--- src/rtl/multicycle_ctrl.sv ---
// Control FSM for a multi-cycle RV32I-subset datapath with stalling memories.
// Outputs are combinational from state/IR; a sticky halt is taken on illegal ops or mem_ready timeout.
module multicycle_ctrl #(
  parameter int TIMEOUT = 16,
  parameter int CNT_W   = 32
) (
  input  logic             clk,
  input  logic             reset,
  input  logic [6:0]       opcode,
  input  logic [2:0]       funct3,
  input  logic             funct7_5,
  input  logic             zero,
  input  logic             mem_ready,
  output logic             pc_write,
  output logic             ir_write,
  output logic             pc_src,
  output logic [1:0]       alu_src_a,
  output logic [1:0]       alu_src_b,
  output logic [3:0]       alu_control,
  output logic             mem_read,
  output logic             mem_write,
  output logic             mem_to_reg,
  output logic             reg_write,
  output logic [2:0]       state,
  output logic             illegal,
  output logic             bus_err,
  output logic [CNT_W-1:0] retired
);

  localparam int WCW = (TIMEOUT > 1) ? $clog2(TIMEOUT) : 1;
  localparam logic [WCW-1:0] WAIT_LAST = WCW'(TIMEOUT - 1);

  localparam logic [6:0] OP_R   = 7'b0110011;
  localparam logic [6:0] OP_I   = 7'b0010011;
  localparam logic [6:0] OP_LW  = 7'b0000011;
  localparam logic [6:0] OP_SW  = 7'b0100011;
  localparam logic [6:0] OP_BEQ = 7'b1100011;

  localparam logic [3:0] ALU_AND = 4'b0000;
  localparam logic [3:0] ALU_OR  = 4'b0001;
  localparam logic [3:0] ALU_ADD = 4'b0010;
  localparam logic [3:0] ALU_SUB = 4'b0110;

  typedef enum logic [2:0] {
    S_FETCH  = 3'd0,
    S_DECODE = 3'd1,
    S_EXEC   = 3'd2,
    S_MEM    = 3'd3,
    S_WB     = 3'd4,
    S_HALT   = 3'd7
  } state_t;

  state_t           state_q, state_d;
  logic [WCW-1:0]   wait_cnt_q, wait_cnt_d;
  logic [CNT_W-1:0] retired_q, retired_d;
  logic             illegal_q, illegal_d;
  logic             bus_err_q, bus_err_d;

  logic       is_r, is_i, is_lw, is_sw, is_beq, legal, retire;
  logic [3:0] funct_alu;

  always_comb begin
    is_r   = (opcode == OP_R);
    is_i   = (opcode == OP_I);
    is_lw  = (opcode == OP_LW) && (funct3 == 3'b010);
    is_sw  = (opcode == OP_SW) && (funct3 == 3'b010);
    is_beq = (opcode == OP_BEQ) && (funct3 == 3'b000);
    legal  = 1'b0;
    if (is_r)
      legal = (funct3 == 3'b000) || (!funct7_5 && (funct3 == 3'b110 || funct3 == 3'b111));
    else if (is_i)
      legal = (funct3 == 3'b000) || (funct3 == 3'b110) || (funct3 == 3'b111);
    else
      legal = is_lw || is_sw || is_beq;

    // SUB only exists in the R-type encoding; I-type with funct7_5 set stays ADD.
    case (funct3)
      3'b111:  funct_alu = ALU_AND;
      3'b110:  funct_alu = ALU_OR;
      default: funct_alu = (is_r && funct7_5) ? ALU_SUB : ALU_ADD;
    endcase
  end

  always_comb begin
    pc_write    = 1'b0;
    ir_write    = 1'b0;
    pc_src      = 1'b0;
    alu_src_a   = 2'b00;
    alu_src_b   = 2'b00;
    alu_control = ALU_ADD;
    mem_read    = 1'b0;
    mem_write   = 1'b0;
    mem_to_reg  = 1'b0;
    reg_write   = 1'b0;
    retire      = 1'b0;
    state_d     = state_q;
    wait_cnt_d  = '0;
    illegal_d   = illegal_q;
    bus_err_d   = bus_err_q;

    case (state_q)
      S_FETCH: begin
        mem_read  = 1'b1;
        alu_src_b = 2'b01;
        if (mem_ready) begin
          ir_write = 1'b1;
          pc_write = 1'b1;
          state_d  = S_DECODE;
        end else if (wait_cnt_q == WAIT_LAST) begin
          bus_err_d = 1'b1;
          state_d   = S_HALT;
        end else begin
          wait_cnt_d = wait_cnt_q + 1'b1;
        end
      end
      S_DECODE: begin
        alu_src_a = 2'b10;
        alu_src_b = 2'b10;
        if (legal) begin
          state_d = S_EXEC;
        end else begin
          illegal_d = 1'b1;
          state_d   = S_HALT;
        end
      end
      S_EXEC: begin
        alu_src_a = 2'b01;
        if (is_r) begin
          alu_control = funct_alu;
          state_d     = S_WB;
        end else if (is_i) begin
          alu_src_b   = 2'b10;
          alu_control = funct_alu;
          state_d     = S_WB;
        end else if (is_lw || is_sw) begin
          alu_src_b = 2'b10;
          state_d   = S_MEM;
        end else if (is_beq) begin
          alu_control = ALU_SUB;
          pc_write    = zero;
          pc_src      = zero;
          retire      = 1'b1;
          state_d     = S_FETCH;
        end else begin
          illegal_d = 1'b1;
          state_d   = S_HALT;
        end
      end
      S_MEM: begin
        mem_write = is_sw;
        mem_read  = !is_sw;
        if (mem_ready) begin
          retire  = is_sw;
          state_d = is_sw ? S_FETCH : S_WB;
        end else if (wait_cnt_q == WAIT_LAST) begin
          bus_err_d = 1'b1;
          state_d   = S_HALT;
        end else begin
          wait_cnt_d = wait_cnt_q + 1'b1;
        end
      end
      S_WB: begin
        reg_write  = 1'b1;
        mem_to_reg = is_lw;
        retire     = 1'b1;
        state_d    = S_FETCH;
      end
      S_HALT:  state_d = S_HALT;
      default: state_d = S_HALT;
    endcase

    retired_d = retire ? retired_q + 1'b1 : retired_q;

    if (reset) begin
      pc_write  = 1'b0;
      ir_write  = 1'b0;
      mem_read  = 1'b0;
      mem_write = 1'b0;
      reg_write = 1'b0;
    end
  end

  always_ff @(posedge clk) begin
    if (reset) begin
      state_q    <= S_FETCH;
      wait_cnt_q <= '0;
      retired_q  <= '0;
      illegal_q  <= 1'b0;
      bus_err_q  <= 1'b0;
    end else begin
      state_q    <= state_d;
      wait_cnt_q <= wait_cnt_d;
      retired_q  <= retired_d;
      illegal_q  <= illegal_d;
      bus_err_q  <= bus_err_d;
    end
  end

  assign state   = state_q;
  assign illegal = illegal_q;
  assign bus_err = bus_err_q;
  assign retired = retired_q;

endmodule

--- config.mk ---
export PLATFORM = sky130hd
export DESIGN_NAME = multicycle_ctrl
export DESIGN_NICKNAME = d
export VERILOG_FILES = /design/src/rtl/multicycle_ctrl.sv
export SDC_FILE = /design/constraint.sdc
export NUM_CORES = 1
export LEC_CHECK = 0
export BUFFER_PORTS_ARGS = -buffer_cell sky130_fd_sc_hd__buf_2
export CAP_MARGIN = 15
export CORE_ASPECT_RATIO = 1.25
export CORE_MARGIN = 1.5
export CORE_UTILIZATION = 40
export CTS_CLUSTER_DIAMETER = 40
export CTS_CLUSTER_SIZE = 25
export DETAILED_ROUTE_END_ITERATION = 16
export PLACE_DENSITY = 0.72
export SYNTH_ARGS = -nofsm -noshare
export SYNTH_HDL_FRONTEND = slang
export SYNTH_SLANG_ARGS = --single-unit
--- constraint.sdc ---
create_clock -name clk -period 3.35 [get_ports clk]
set_clock_uncertainty 0.1 [all_clocks]
set_input_delay 0.1675 -clock clk [delete_from_list [all_inputs] [get_ports clk]]
set_output_delay 0.1675 -clock clk [all_outputs]
set_load 0.01 [all_outputs]
==> flow_metrics.py <==
metrics = {
    "detailed_routing": {
        "num_vias": 2460,
        "initialDrtViolationCount": 122,
        "wirelength_um": 5990,
        "drtPass1Iterations": 4,
        "postRouteAntennaNets": 0,
        "wl_per_cell_um": 14.5,
        "drc": 0,
        "via_per_inst": 5.94,
    },
    "hold_path": {
        "worstHoldStart": "mem_ready",
        "min_to": "state[1]$_SDFF_PP0_",
        "hp-class": "in2reg",
        "hold_depth": 4,
    },
    "clock_network": {
        "h-tree-depth": 2,
        "clkSlewWorstSetupHoldPaths_ns": 0.07,
        "cts_buffer_depth": 2,
        "cts_inserted_buffers": 5,
        "cts_resized": 0,
        "cts_tree": "done",
        "cts.sink_count": 41,
        "cts_setup_buffers": 0,
        "ctsHoldBuffers": 0,
        "clk_latency_ns": 0.29,
        "cts-root-buf": "clkbuf_8",
    },
    "setup_path": {
        "worstPathRequired_ns": 3.46,
        "cp.arrival_ns": 2.73,
        "r2r_slack_ns": 0.73,
        "reg2reg_depth": 6,
        "crit_path_start_kind": "flop",
        "cp-end-kind": "flop",
        "path_class": "reg2reg",
        "r2r-start": "state[1]$_SDFF_PP0_",
        "path_max_fanout": 20,
        "worstReg2RegEnd": "retired[12]$_SDFFE_PP0P_",
        "crit_path_max_incr_delay_ns": 0.52,
        "slowest_stage": "or4_1",
        "crit_chain": "nor3b_2 -> buf_4 -> nand4_1 -> and3_4 -> or4_1 -> a21oi_1",
    },
    "global_route": {
        "grt_use_met3": 0.0376,
        "use_met2": 0.346,
        "grtUsageMet1": 0.239,
        "grt_overflow": 0,
        "grt_use_total": 0.194,
        "antenna_found_initial": 0,
        "grt_max_degree": 45,
        "grt_pass1_vias": 2189,
        "top_usage_layer": "met2",
        "grt_first_pass_wirelength_um": 9990,
    },
    "timing": {
        "worst_slew_pin_slew_ns": 0.828,
        "worst_slack_ns": 0.735,
        "maxSlewHeadroom": 0.448,
        "timing.final.crit_share": 0.781,
        "hold_ws_ns": 0.160,
        "timing.fmax_mhz": 382,
        "drv_slew": 0,
        "timing.final.crit_period_ns": 2.62,
        "finalSetupViolCount": 0,
        "grt_setup_unrepaired": "no",
        "tns_ns": 0,
        "final_hold_viol_count": 0,
    },
    "synthesis": {
        "muxShareOfSynthArea": 0.00429,
        "synthAdderAreaFrac": 0.0107,
        "synth_top_family_by_area": "simple AND/OR/NAND/NOR gates",
        "syn-num-nets": 313,
        "syn_inst": 296,
        "synth-xor-area-share": 0.0413,
        "synth_seq_cells": 41,
        "synth_compound_area_frac": 0.205,
        "netlist_area_um2": 2330,
        "ys_seq_area_frac": 0.352,
        "ys_async_sr_fraction": 0,
        "synth-simple-area-share": 0.330,
        "synth_cell_types": 49,
        "avgSynthCellArea_um2": 7.88,
        "synth_edf_count": 0,
        "synth_warnings": 0,
        "ys.flop_type": "dfxtp_1",
    },
    "placement": {
        "io_buffers": 65,
        "dp_cells": 408,
        "hpwl_um": 4300,
        "routabilityCongestion": 0.784,
        "place_ws_ns": 0.738,
    },
    "floorplan": {
        "dieArea_um2": 6300,
        "core_region_area_um2": 5520,
        "io_pins": 67,
        "start_util": 0.423,
        "die_width_um": 71.3,
        "die_height_um": 88.4,
        "rows": 30,
    },
    "final_layout": {
        "final_cells": 414,
        "fillers": 552,
        "diodes": 0,
        "most-common-layout-cells": "65 x buf_2, 41 x dfxtp_1, 28 x a21oi_1",
        "drive_above_1_share": 0.234,
        "utilization": 0.496,
        "area_growth_pct": 17.3,
        "final_common_cell": "buf_2",
        "nets": 368,
    },
    "pwr": {
        "powerDensity_nw_per_um2": 444,
        "ir_drop_mv": 0.368,
        "leakage_nw": 1.04,
    },
    "run_status": {
        "run_status": "complete, no violations",
    },
    "run": {
        "cap_violations": 0,
    },
}
## routing by layer
metal	vias up	wire length [µm]
met2	82	2990
met5	-	0
li1	1217	-
met4	0	64
met1	1153	2590
met3	8	344
## cell type report
| class | count | area, µm² | share of cell area |
|---|---|---|---|
| repair buffers | 67 | 340 | 0.124 |
| clock inverters | 1 | 5.00 | 0.00183 |
| inverters | 10 | 37.5 | 0.0137 |
| multi-input cells | 226 | 1380 | 0.506 |
| clock buffers | 5 | 68.8 | 0.0251 |
| well taps | 64 | 80.1 | 0.0293 |
| flip-flops and latches | 41 | 821 | 0.300 |
## cells by family after synthesis
logic type,after synthesis
adders and majority gates,2
DFF,41
AOI/OAI and AO/OA,77
xor gates and xnor gates,11
muxes,1
other,1
buffers and inverters,29
and+or+nand+nor,134
## how the worst max path moves through the flow
| stage | endpoint | slack [ns] | from | cells past startpoint |
|---|---|---|---|---|
| floorplan | retired[12]$_SDFFE_PP0P_ | 0.79 | state[1]$_SDFF_PP0_ | 8 |
| global placement | retired[31]$_SDFFE_PP0P_ | 0.78 | opcode[6] | 6 |
| detailed placement | retired[28]$_SDFFE_PP0P_ | 0.74 | opcode[6] | 6 |
| CTS | retired[12]$_SDFFE_PP0P_ | 0.76 | state[1]$_SDFF_PP0_ | 6 |
| global route | retired[28]$_SDFFE_PP0P_ | 0.56 | state[1]$_SDFF_PP0_ | 6 |
| finish | retired[12]$_SDFFE_PP0P_ | 0.73 | state[1]$_SDFF_PP0_ | 6 |
## report_power, final
part / switching, mW / internal [mW]
clock: 0.167 / 0.137
sequential: 0.0531 / 0.518
combinational: 0.203 / 0.136
## flip-flops by register name (all words and copies together) (netlist names)
signal      count
bus_err         1
illegal         1
retired        32
state           3
wait_cnt_q      4
## through the flow
step / total power [mW] / cell area, µm²
CTS: 1.22 / 2740
global placement: 0.917 / 2660
global route: 1.28 / 2740
floorplan: 0.814 / 2330
detailed placement: 0.920 / 2660
finish: 1.21 / 2740
## cell usage after synthesis (all sizes together) (2+ instances only)
master,n,area share
buf,3,0.013
and2,2,0.0054
o31ai,11,0.035
o21ai,13,0.028
nor4,2,0.0054
a311oi,2,0.0075
dfxtp,41,0.35
or3,9,0.024
nor4b,2,0.0075
or4,12,0.040
a31oi,8,0.021
a21oi,28,0.060
a21o,2,0.0064
and3,5,0.016
nor2,24,0.039
nor3,9,0.019
nand2,22,0.035
xnor2,8,0.030
nor3b,2,0.0086
clkbuf,16,0.026
o22ai,2,0.0054
ha,2,0.011
nand3,12,0.026
xor2,3,0.011
a31o,5,0.019
and3b,2,0.0075
nand4,17,0.046
and4,6,0.023
inv,10,0.016
## worst max-delay path, delay by kind of cell, from the launching register on
kind | cells | cell delay, ns
AOI/OAI and AO/OA | 1 | 0.16
buffers and inverters | 1 | 0.18
DFF | 1 | 0.49
and+or+nand+nor | 4 | 1.61
Note: power is estimated with default switching activity, not from simulation.
